**src/rtl/ahb_defines_pkg.sv**
```systemverilog
// Shared AHB-Lite encodings, arbiter state type and request legality check.
package ahb_defines_pkg;

  localparam logic [1:0] HTRANS_IDLE   = 2'b00;
  localparam logic [1:0] HTRANS_NONSEQ = 2'b10;

  localparam logic [2:0] HBURST_SINGLE = 3'b000;

  localparam logic [2:0] HSIZE_BYTE  = 3'd0;
  localparam logic [2:0] HSIZE_HALF  = 3'd1;
  localparam logic [2:0] HSIZE_WORD  = 3'd2;
  localparam logic [2:0] HSIZE_DWORD = 3'd3;

  localparam logic [3:0] HPROT_DEFAULT = 4'b0011;

  localparam logic H_OKAY  = 1'b0;
  localparam logic H_ERROR = 1'b1;

  typedef enum logic [1:0] {
    ARB_IDLE,
    ARB_ADDR,
    ARB_DATA,
    ARB_LERR
  } ahb_arb_state_e;

  // A request is legal when its size fits the data bus and its address is
  // naturally aligned to that size.
  function automatic logic req_is_legal(input logic [2:0] size,
                                        input logic [2:0] addr_lo,
                                        input int unsigned max_size);
    logic [2:0] mask;
    if (32'(size) > max_size) return 1'b0;
    mask = 3'((4'd1 << size) - 4'd1);
    return (addr_lo & mask) == 3'b000;
  endfunction

endpackage

```
**src/rtl/ahb_lite_req_arb_rr_arb.sv**
```systemverilog
// Combinational round-robin picker; search starts one past the pointer.
module rr_arb
  #(
    parameter int unsigned NUM_REQ = 2,
    parameter int unsigned IW      = 1
  )
  (
    input  logic [NUM_REQ-1:0] req,
    input  logic [IW-1:0]      ptr,
    input  logic               en,
    output logic [NUM_REQ-1:0] gnt,
    output logic [IW-1:0]      gnt_idx
  );

  // First requester found walking ptr+1, ptr+2, ... modulo NUM_REQ wins.
  always_comb begin
    int unsigned idx;
    logic        found;
    gnt     = '0;
    gnt_idx = '0;
    found   = 1'b0;
    idx     = 0;
    for (int unsigned i = 1; i <= NUM_REQ; i++) begin
      idx = (32'(ptr) + i) % NUM_REQ;
      if (en && !found && req[idx]) begin
        found    = 1'b1;
        gnt[idx] = 1'b1;
        gnt_idx  = IW'(idx);
      end
    end
  end

endmodule

```
**src/rtl/ahb_lite_req_arb.sv**
```systemverilog
// Round-robin sharing of one AHB-Lite master port among NUM_REQ clients,
// one single-beat transfer outstanding at a time.
module ahb_lite_req_arb
  import ahb_defines_pkg::*;
  #(
    parameter int unsigned NUM_REQ = 2,
    parameter int unsigned AW      = 32,
    parameter int unsigned DW      = 64
  )
  (
    input  logic                  hclk,
    input  logic                  hreset_n,
    input  logic [NUM_REQ-1:0]    req_valid,
    input  logic [NUM_REQ-1:0]    req_write,
    input  logic [NUM_REQ*AW-1:0] req_addr,
    input  logic [NUM_REQ*3-1:0]  req_size,
    input  logic [NUM_REQ*DW-1:0] req_wdata,
    output logic [NUM_REQ-1:0]    req_ready,
    output logic [NUM_REQ-1:0]    rsp_valid,
    output logic [DW-1:0]         rsp_rdata,
    output logic                  rsp_err,
    output logic [AW-1:0]         haddr,
    output logic [1:0]            htrans,
    output logic                  hwrite,
    output logic [2:0]            hsize,
    output logic [2:0]            hburst,
    output logic [3:0]            hprot,
    output logic                  hmastlock,
    output logic [DW-1:0]         hwdata,
    input  logic [DW-1:0]         hrdata,
    input  logic                  hready,
    input  logic                  hresp
  );

  localparam int unsigned IW       = (NUM_REQ > 1) ? $clog2(NUM_REQ) : 1;
  localparam int unsigned MAX_SIZE = $clog2(DW / 8);

  ahb_arb_state_e    state_q, state_d;
  logic [IW-1:0]     ptr_q, ptr_d;
  logic [IW-1:0]     gidx_q, gidx_d;
  logic              write_q, write_d;
  logic [AW-1:0]     addr_q, addr_d;
  logic [2:0]        size_q, size_d;
  logic [DW-1:0]     wdata_q, wdata_d;
  logic [DW-1:0]     rdata_q, rdata_d;
  logic              err_q, err_d;

  logic [NUM_REQ-1:0] arb_gnt;
  logic [IW-1:0]      arb_idx;
  logic [2:0]         win_size;
  logic [AW-1:0]      win_addr;

  rr_arb #(
    .NUM_REQ (NUM_REQ),
    .IW      (IW)
  ) u_rr_arb (
    .req     (req_valid),
    .ptr     (ptr_q),
    .en      (hreset_n && (state_q == ARB_IDLE)),
    .gnt     (arb_gnt),
    .gnt_idx (arb_idx)
  );

  assign win_size = req_size[arb_idx*3 +: 3];
  assign win_addr = req_addr[arb_idx*AW +: AW];

  // Next-state, grant/response pulses and transfer latch updates.
  always_comb begin
    state_d   = state_q;
    ptr_d     = ptr_q;
    gidx_d    = gidx_q;
    write_d   = write_q;
    addr_d    = addr_q;
    size_d    = size_q;
    wdata_d   = wdata_q;
    rdata_d   = rdata_q;
    err_d     = err_q;
    req_ready = '0;
    rsp_valid = '0;
    htrans    = HTRANS_IDLE;
    // Pulses are suppressed while reset is held so an abandoned transfer
    // never completes, even if hready happens to be high.
    if (hreset_n) begin
      unique case (state_q)
        ARB_IDLE: begin
          if (|arb_gnt) begin
            req_ready = arb_gnt;
            ptr_d     = arb_idx;
            gidx_d    = arb_idx;
            write_d   = req_write[arb_idx];
            addr_d    = win_addr;
            size_d    = win_size;
            wdata_d   = req_wdata[arb_idx*DW +: DW];
            state_d   = req_is_legal(win_size, win_addr[2:0], MAX_SIZE)
                        ? ARB_ADDR : ARB_LERR;
          end
        end
        ARB_ADDR: begin
          htrans = HTRANS_NONSEQ;
          if (hready) state_d = ARB_DATA;
        end
        ARB_DATA: begin
          if (hready) begin
            rsp_valid[gidx_q] = 1'b1;
            rdata_d = write_q ? '0 : hrdata;
            err_d   = (hresp == H_ERROR);
            state_d = ARB_IDLE;
          end
        end
        ARB_LERR: begin
          rsp_valid[gidx_q] = 1'b1;
          rdata_d = '0;
          err_d   = 1'b1;
          state_d = ARB_IDLE;
        end
        default: state_d = ARB_IDLE;
      endcase
    end
  end

  // State, pointer and latch registers with synchronous active-low reset.
  always_ff @(posedge hclk) begin
    if (!hreset_n) begin
      state_q <= ARB_IDLE;
      ptr_q   <= IW'(NUM_REQ - 1);
      gidx_q  <= '0;
      write_q <= 1'b0;
      addr_q  <= '0;
      size_q  <= '0;
      wdata_q <= '0;
      rdata_q <= '0;
      err_q   <= 1'b0;
    end else begin
      state_q <= state_d;
      ptr_q   <= ptr_d;
      gidx_q  <= gidx_d;
      write_q <= write_d;
      addr_q  <= addr_d;
      size_q  <= size_d;
      wdata_q <= wdata_d;
      rdata_q <= rdata_d;
      err_q   <= err_d;
    end
  end

  // Response data shows the completing value in the pulse cycle and then
  // holds it from the register until the next completion.
  assign rsp_rdata = rdata_d;
  assign rsp_err   = err_d;

  assign haddr     = addr_q;
  assign hwrite    = write_q;
  assign hsize     = size_q;
  assign hwdata    = wdata_q;
  assign hburst    = HBURST_SINGLE;
  assign hprot     = HPROT_DEFAULT;
  assign hmastlock = 1'b0;

  for (genvar g = 0; g < NUM_REQ; g++) begin : g_req_hold
    a_req_hold: assert property (@(posedge hclk) disable iff (!hreset_n)
      (req_valid[g] && !req_ready[g]) |=> req_valid[g]);
  end

endmodule

```
**config.mk**
```make
export PLATFORM = sky130hd
export DESIGN_NAME = ahb_lite_req_arb
export DESIGN_NICKNAME = d
export VERILOG_FILES = /design/src/rtl/ahb_defines_pkg.sv /design/src/rtl/ahb_lite_req_arb_rr_arb.sv /design/src/rtl/ahb_lite_req_arb.sv
export SDC_FILE = /design/constraint.sdc
export NUM_CORES = 1
export LEC_CHECK = 0
export CAP_MARGIN = 10
export CORE_AREA = 2 2 172 174
export CTS_BUF_LIST = sky130_fd_sc_hd__clkbuf_16
export DETAILED_ROUTE_END_ITERATION = 6
export DIE_AREA = 0 0 174 176
export GPL_TIMING_DRIVEN = 0
export PLACE_DENSITY = 0.72
export SYNTH_ARGS = -nofsm -noshare
export SYNTH_HDL_FRONTEND = slang
export SYNTH_SLANG_ARGS = --single-unit
```
**constraint.sdc**
```tcl
create_clock -name hclk -period 3.2 [get_ports hclk]
set_input_delay 0.48 -clock hclk [delete_from_list [all_inputs] [get_ports hclk]]
set_output_delay 0.48 -clock hclk [all_outputs]
set_load 0.005 [all_outputs]
```
; Yosys cells after proc, flatten, opt, wreduce, memory -nomap -nowiden
; Cells that the tools add are included.
; W data, S select, Z words.
[word_totals]
regBits = 169
wordCells = 92
[classes]
n_addsub = 3
multipliers = 1
magnitude_cmp = 8
eq_ne = 6
shifts = 4
mux = 46
bitwise_logic = 2
n_reduce_logical = 13
[ops]
columns = op, n
row1 = $mux W64, 3
row2 = $pmux W64 S2, 1
row3 = $shiftx A128 B8 Y64, 1
row4 = $shiftx A64 B7 Y32, 1
row5 = $mux W2, 13
row6 = $mux W1, 23
row7 = $lt A1 B2 Y1 const B, 4
row8 = $pmux W2 S4, 1
row9 = $logic_and A1 B1 Y1, 7
row10 = $shiftx A6 B4 Y3, 1
row11 = $eq A2 B2 Y1 const B, 2
row12 = $ne A2 B2 Y1 const B, 2
row13 = $pmux W2 S2, 1
row14 = $and A3 B3 Y3, 1
row15 = $demux W1 S1, 3
row16 = $ge A1 B1 Y1 const B, 3
row17 = $gt A3 B2 Y1 const B, 1
row18 = $logic_not A3 Y1, 1
row19 = $mul A1 B2 Y3 const B, 1
row20 = $reduce_and A3 Y1, 1
row21 = $shl A1 B3 Y3 const A, 1
row22 = $sub A3 B1 Y3 const B, 1
row23 = $add A1 B1 Y1 const B, 2
row24 = $eq A2 B1 Y1 const B, 1
row25 = other kinds (7), 7

; Depth between registers and ports, before layout
; Gate-level depths: netlist of run 1.
[depth]
ltp_word = 23
ltp_mapped = 12
depth_no_buf = 9

; Modules after synthesis
; Synthesis of run 1 repeated with hierarchy kept, for this count alone.
[hier_totals]
cells_unflattened = 1031
hier_area_um2 = 8934.8
[by_module_without_submodules]
columns = module, instances, cells_each, area_each_um2, seq_area_each_um2
row1 = ahb_lite_req_arb, 1, 1025, 8908.5, 3383.2
row2 = rr_arb, 1, 6, 26.3, 0.0

; Least setup slack after synthesis of run 1
; Ideal clock, no wire load.
[synth_path]
kind = input to register
from = input hreset_n
to = register state_q[1]
setup_ns = 0.120
t_arrival_ns = 2.751
t_required_ns = 3.080
path_slack_ns = 0.330
path_stages = 12
n_path_buf = 3
path_cell_list = buf_4 -> nor3b_4 -> nand2_2 -> buf_2 -> buf_6 -> nor4b_1 -> a31oi_1 -> ha_1 -> xnor2_1 -> a2111oi_0 -> a211oi_1 -> a211o_1
[synth_between]
elab_chain_cells = 21
elab_cells_between_ends = 33
cone_classes = add/sub: 1 / mul: 1 / order compare: 1 / eq/ne: 1 / shift: 3 / mux: 16 / bitwise: 2 / reduce/logical: 8
[synth_rtl]
columns = element, line_no
row1 = start: declaration, ahb_lite_req_arb.sv:12  ; input logic hreset_n,
row2 = $logic_and A1 B1 Y1, ahb_lite_req_arb.sv:59  ; .en (hreset_n && (state_q == ARB_IDLE)),
row3 = $logic_and A1 B1 Y1, ahb_lite_req_arb_rr_arb.sv:25  ; if (en && !found && req[idx]) begin
row4 = $mux W1, ahb_lite_req_arb_rr_arb.sv:25
row5 = $logic_not A1 Y1, ahb_lite_req_arb_rr_arb.sv:25
row6 = $logic_and A1 B1 Y1 (2 in a row), ahb_lite_req_arb_rr_arb.sv:25
row7 = $mux W1, ahb_lite_req_arb_rr_arb.sv:25
row8 = $mul A1 B2 Y3, ahb_lite_req_arb.sv:64  ; assign win_size = req_size[arb_idx*3 +: 3];
row9 = $shiftx A6 B4 Y3, ahb_lite_req_arb.sv:64
row10 = (+4 left out), n/a
row11 = $mux W1, ahb_lite_req_arb.sv:83  ; if (hreset_n) begin
row12 = $mux W1, ahb_defines_pkg.sv:33  ; mask = 3'((4'd1 << size) - 4'd1);
row13 = $mux W1, ahb_lite_req_arb.sv:86  ; if (|arb_gnt) begin
row14 = $mux W1, ahb_lite_req_arb.sv:84  ; unique case (state_q)
row15 = $mux W1, ahb_lite_req_arb.sv:83
row16 = $mux W2, ahb_lite_req_arb.sv:95  ; ? ARB_ADDR : ARB_LERR;
row17 = $mux W2, ahb_lite_req_arb.sv:86
row18 = $pmux W2 S4, ahb_lite_req_arb.sv:84
row19 = end signal: assignment, ahb_lite_req_arb.sv:134  ; state_q <= state_d;
row20 = end: declaration, ahb_lite_req_arb.sv:38  ; ahb_arb_state_e state_q, state_d;
; Several ways; a longest one is shown, not always the timed one. The select of a mux whose other input is x is not followed.
; A chain may end at the register's enable or synchronous reset.

; Worst setup path in the final report of run 1
[layout_path]
from = register state_q[1]
to = output rsp_rdata[45]
[layout_between]
elab_chain_cells = 3
elab_cells_between_ends = 4
cone_classes = eq/ne: 2 / mux: 2
[layout_rtl]
columns = element, line_no
row1 = $eq A2 B2 Y1, ahb_lite_req_arb.sv:84
row2 = $pmux W64 S2 *, ahb_lite_req_arb.sv:84
row3 = $mux W64 *, ahb_lite_req_arb.sv:83
row4 = end: declaration, ahb_lite_req_arb.sv:20  ; output logic [DW-1:0] rsp_rdata,
; Every way passes the cells marked *; elsewhere a longest branch is shown, timed or not.

==> results.json, run 1 <==
{
  "worst_slew_pin_slew_ns": 0.776,
  "cp.arrival_ns": 2.56,
  "met1_usage": 0.317,
  "pin_count": 449,
  "fin_util": 0.516,
  "cts_tree": "done",
  "cts_buffers": 17,
  "r2r-end": "state_q[1]",
  "wl_per_cell_um": 19.2,
  "crit_path_top_delay_cell": "clkdlybuf4s50_1",
  "synth_edf_count": 0,
  "ys_seq_elements": 169,
  "min_period_ns": 3.04,
  "crit_chain": "buf_2, and3_1, clkbuf_2, buf_2, a21oi_1, o22ai_1, clkdlybuf4s50_1",
  "grt_pass1_vias": 10255,
  "grt-busiest-layer": "met2",
  "globalRouteTotalUtil": 0.244,
  "drc": 0,
  "start_util": 0.323,
  "worst-path-max-fanout": 10,
  "die_h_um": 176,
  "irDropWorstVdd_mv": 0.342,
  "timing.rr.start": "state_q[1]",
  "skew_ns": 0.0182,
  "rrSetupSlack_ns": 0.37,
  "leakagePower_nw": 5.22,
  "drt-total-wl_mm": 39.1,
  "path_clk_slew_ns": 0.07,
  "antenna_found_initial": 4,
  "port-buffer-count": 437,
  "critPathTopFamily": "buffers and inverters",
  "drive_gt1_frac": 0.0654,
  "place_inst": 2002,
  "cp_data_required_time_ns": 2.72,
  "maxCapViolCount": 0,
  "max_freq_mhz": 329,
  "dpl.hpwl_mm": 29.7,
  "num_vias": 10635,
  "clk_path_buf_depth": 2,
  "gp_congestion": 0.877,
  "cellPowerDensity_nw_per_um2": 531,
  "synth-async-reset-ratio": 0,
  "slew_headroom": 0.483,
  "hp-class": "reg -> reg",
  "yosys.cell_types.count": 43,
  "stdcell_area_sq_um": 14700,
  "critPathBufInv": 4,
  "cts_sinks": 169,
  "htreeDepth": 4,
  "drv_slew": 0,
  "grt_first_pass_wirelength_mm": 58.9,
  "vias_per_cell": 5.22,
  "seq_area_frac_synth": 0.367,
  "place_area_sq_um": 14100,
  "critPathLaunchType": "register",
  "first_iter_violations": 751,
  "critPathLaunch": "state_q[1]",
  "hold_buffers": 0,
  "status": "complete, no violations",
  "area_growth_syn_to_layout_pct": 59.8,
  "num_rows": 62,
  "grt_max_degree": 19,
  "yosysWarnings": 0,
  "whs_ns": 0.451,
  "hp-start": "haddr[29]",
  "finalHoldViolCount": 0,
  "die_w_um": 174,
  "cp_common_cell": "buf_2",
  "grt_overflow": 0,
  "final-instance-count-excl-fill": 2038,
  "dr.pass1.iters": 5,
  "synth_area_per_cell_sq_um": 7.85,
  "fin_nets": 1910,
  "setup.worst_path.end": "rsp_rdata[45]",
  "cp.depth": 7,
  "dieArea_sq_um": 30600,
  "ant_nets": 0,
  "endpoint_kind": "output port",
  "met3_usage": 0.0575,
  "min_period_over_period": 0.950,
  "fin_setup_tns_ns": 0,
  "syn_inst": 1174,
  "worstSetupPathType": "reg -> out",
  "clk_latency_ns": 0.44,
  "r2r_cells": 12,
  "core_sq_um": 28500,
  "syn_area_sq_um": 9220,
  "root_buffer": "clkbuf_16",
  "synthFlopType": "dfxtp_1",
  "critPathMaxStageDelay_ns": 0.59,
  "finalSetupViolations": 0,
  "use_met2": 0.399
}
[Yosys cell counts, drive strengths merged, types with 2 or more instances]
master | number | area [sq um]
dfxtp | 169 | 3380
a21oi | 132 | 661
o22ai | 128 | 801
nand2 | 106 | 400
a21boi | 96 | 721
o221ai | 94 | 948
clkbuf | 81 | 304
nor2 | 69 | 259
inv | 68 | 255
and2 | 66 | 413
nor2b | 66 | 413
buf | 50 | 315
nand3 | 10 | 50.1
o211a | 6 | 60.1
o21ai | 6 | 30.0
nand2b | 3 | 18.8
nor3 | 3 | 15.0
and3 | 2 | 12.5
conb | 2 | 7.51
nor3b | 2 | 26.3
xnor2 | 2 | 17.5
[flip-flops by register name, summed over array words and instances (netlist names)]
name / count
haddr: 32
err_q: 1
state_q: 2
ptr_q: 1
rdata_q: 64
gidx_q: 1
hwdata: 64
hwrite: 1
hsize: 3
[cell families (layout without fill, tap and decap cells)]
family	after synthesis	after routing	synth area share
other	2	11	0.000815
AOI/OAI and AO/OA	469	469	0.355
xor gates and xnor gates	2	2	0.00190
DFF	169	169	0.367
buffers and inverters	199	670	0.0949
and+or+nand+nor	331	331	0.178
adders and majority gates	1	1	0.00136
muxes	1	1	0.00109
[area by class of cell]
| type | instances | area (sq um) |
|---|---|---|
| plain buffers | 130 | 638 |
| fillers | 2781 | 13800 |
| well taps | 384 | 480 |
| multi-input cells | 813 | 4990 |
| inverters | 68 | 255 |
| repair buffers | 440 | 4400 |
| clock inverters | 15 | 156 |
| flip-flops and latches | 169 | 3380 |
| diodes | 2 | 5.00 |
| clock buffers | 17 | 425 |
[power breakdown]
part | leakage (nW) | internal (W) | switching (W)
Clock | 0.278 | 0.00104 | 0.00104
Sequential | 1.38 | 0.00240 | 0.000134
Combinational | 3.56 | 0.00158 | 0.00163
[cell usage in the layout (no fill, tap or decap), types with 2 or more instances in the layout]
cell type,instances
nor2b_1,66
xnor2_1,2
buf_4,22
and2_1,65
buf_2,12
o22ai_1,128
o221ai_1,74
conb_1,9
inv_1,68
a21boi_1,26
inv_6,2
nor2_1,69
a21oi_1,132
buf_1,12
nand2b_1,3
inv_8,4
clkbuf_2,15
buf_8,2
a21boi_0,70
diode_2,2
clkbuf_1,67
nand3_1,10
clkinvlp_4,2
o21ai_0,5
clkinv_8,3
nor3_1,3
and3_1,2
buf_6,3
dfxtp_1,169
o221ai_2,20
clkdlybuf4s50_1,437
nand2_1,105
o211a_1,6
clkinv_4,3
clkbuf_16,17
[worst register-to-register path, stage by stage, from the launching register on]
cell and delay, ns:
dfxtp_1 0.30, buf_2 0.17, nor3b_4 0.27, nand2_2 0.13, buf_2 0.24, buf_6 0.18, nor4b_1 0.23, a31oi_1 0.07
ha_1 0.22, xnor2_1 0.14, a2111oi_1 0.38, a211oi_1 0.14, a211o_1 0.24
[metal layers]
layer | routed length (um) | share of wire | up-vias
met2 | 18200 | 0.47 | 465
met1 | 16900 | 0.43 | 4975
li1 | - | - | 5126
met4 | 1180 | 0.030 | 4
met3 | 2760 | 0.071 | 65
met5 | 33 | 0.00084 | -
[stage by stage]
step / total power, W / worst slack, ns
floorplan: 0.00412 / 0.330
global placement: 0.00569 / -0.261
detailed placement: 0.00574 / -0.306
CTS: 0.00784 / 0.00716
global route: 0.00825 / -0.000156
finish: 0.00783 / 0.162
[worst min path at each step]
stage	endpoint	depth (start not counted)
after floorplan	haddr[12]	2
after global placement	haddr[28]	2
after detailed placement	haddr[19]	2
after CTS	haddr[29]	2
after global routing	hwdata[0]	2
final	haddr[29]	2
[timing repair]
item                       CTS  global route
cloned                       0             0
setup endpoints to repair   69            62
setup buffers                1             2
resized for setup            9            18
pin swaps                    1             1
(Power assumes the default switching activity.)
==> run 2, diff against run 1 <==
--- a/config.mk
+++ b/config.mk
@@ -5,9 +5,10 @@
 export SDC_FILE = /design/constraint.sdc
 export NUM_CORES = 1
 export LEC_CHECK = 0
-export CAP_MARGIN = 10
+export CAP_MARGIN = 15
 export CORE_AREA = 2 2 172 174
 export CTS_BUF_LIST = sky130_fd_sc_hd__clkbuf_16
+export CTS_CLUSTER_SIZE = 28
 export DETAILED_ROUTE_END_ITERATION = 6
 export DIE_AREA = 0 0 174 176
 export GPL_TIMING_DRIVEN = 0
==> results of run 2 <==
No change in the layout: final DEF, timing and power equal those of run 1.
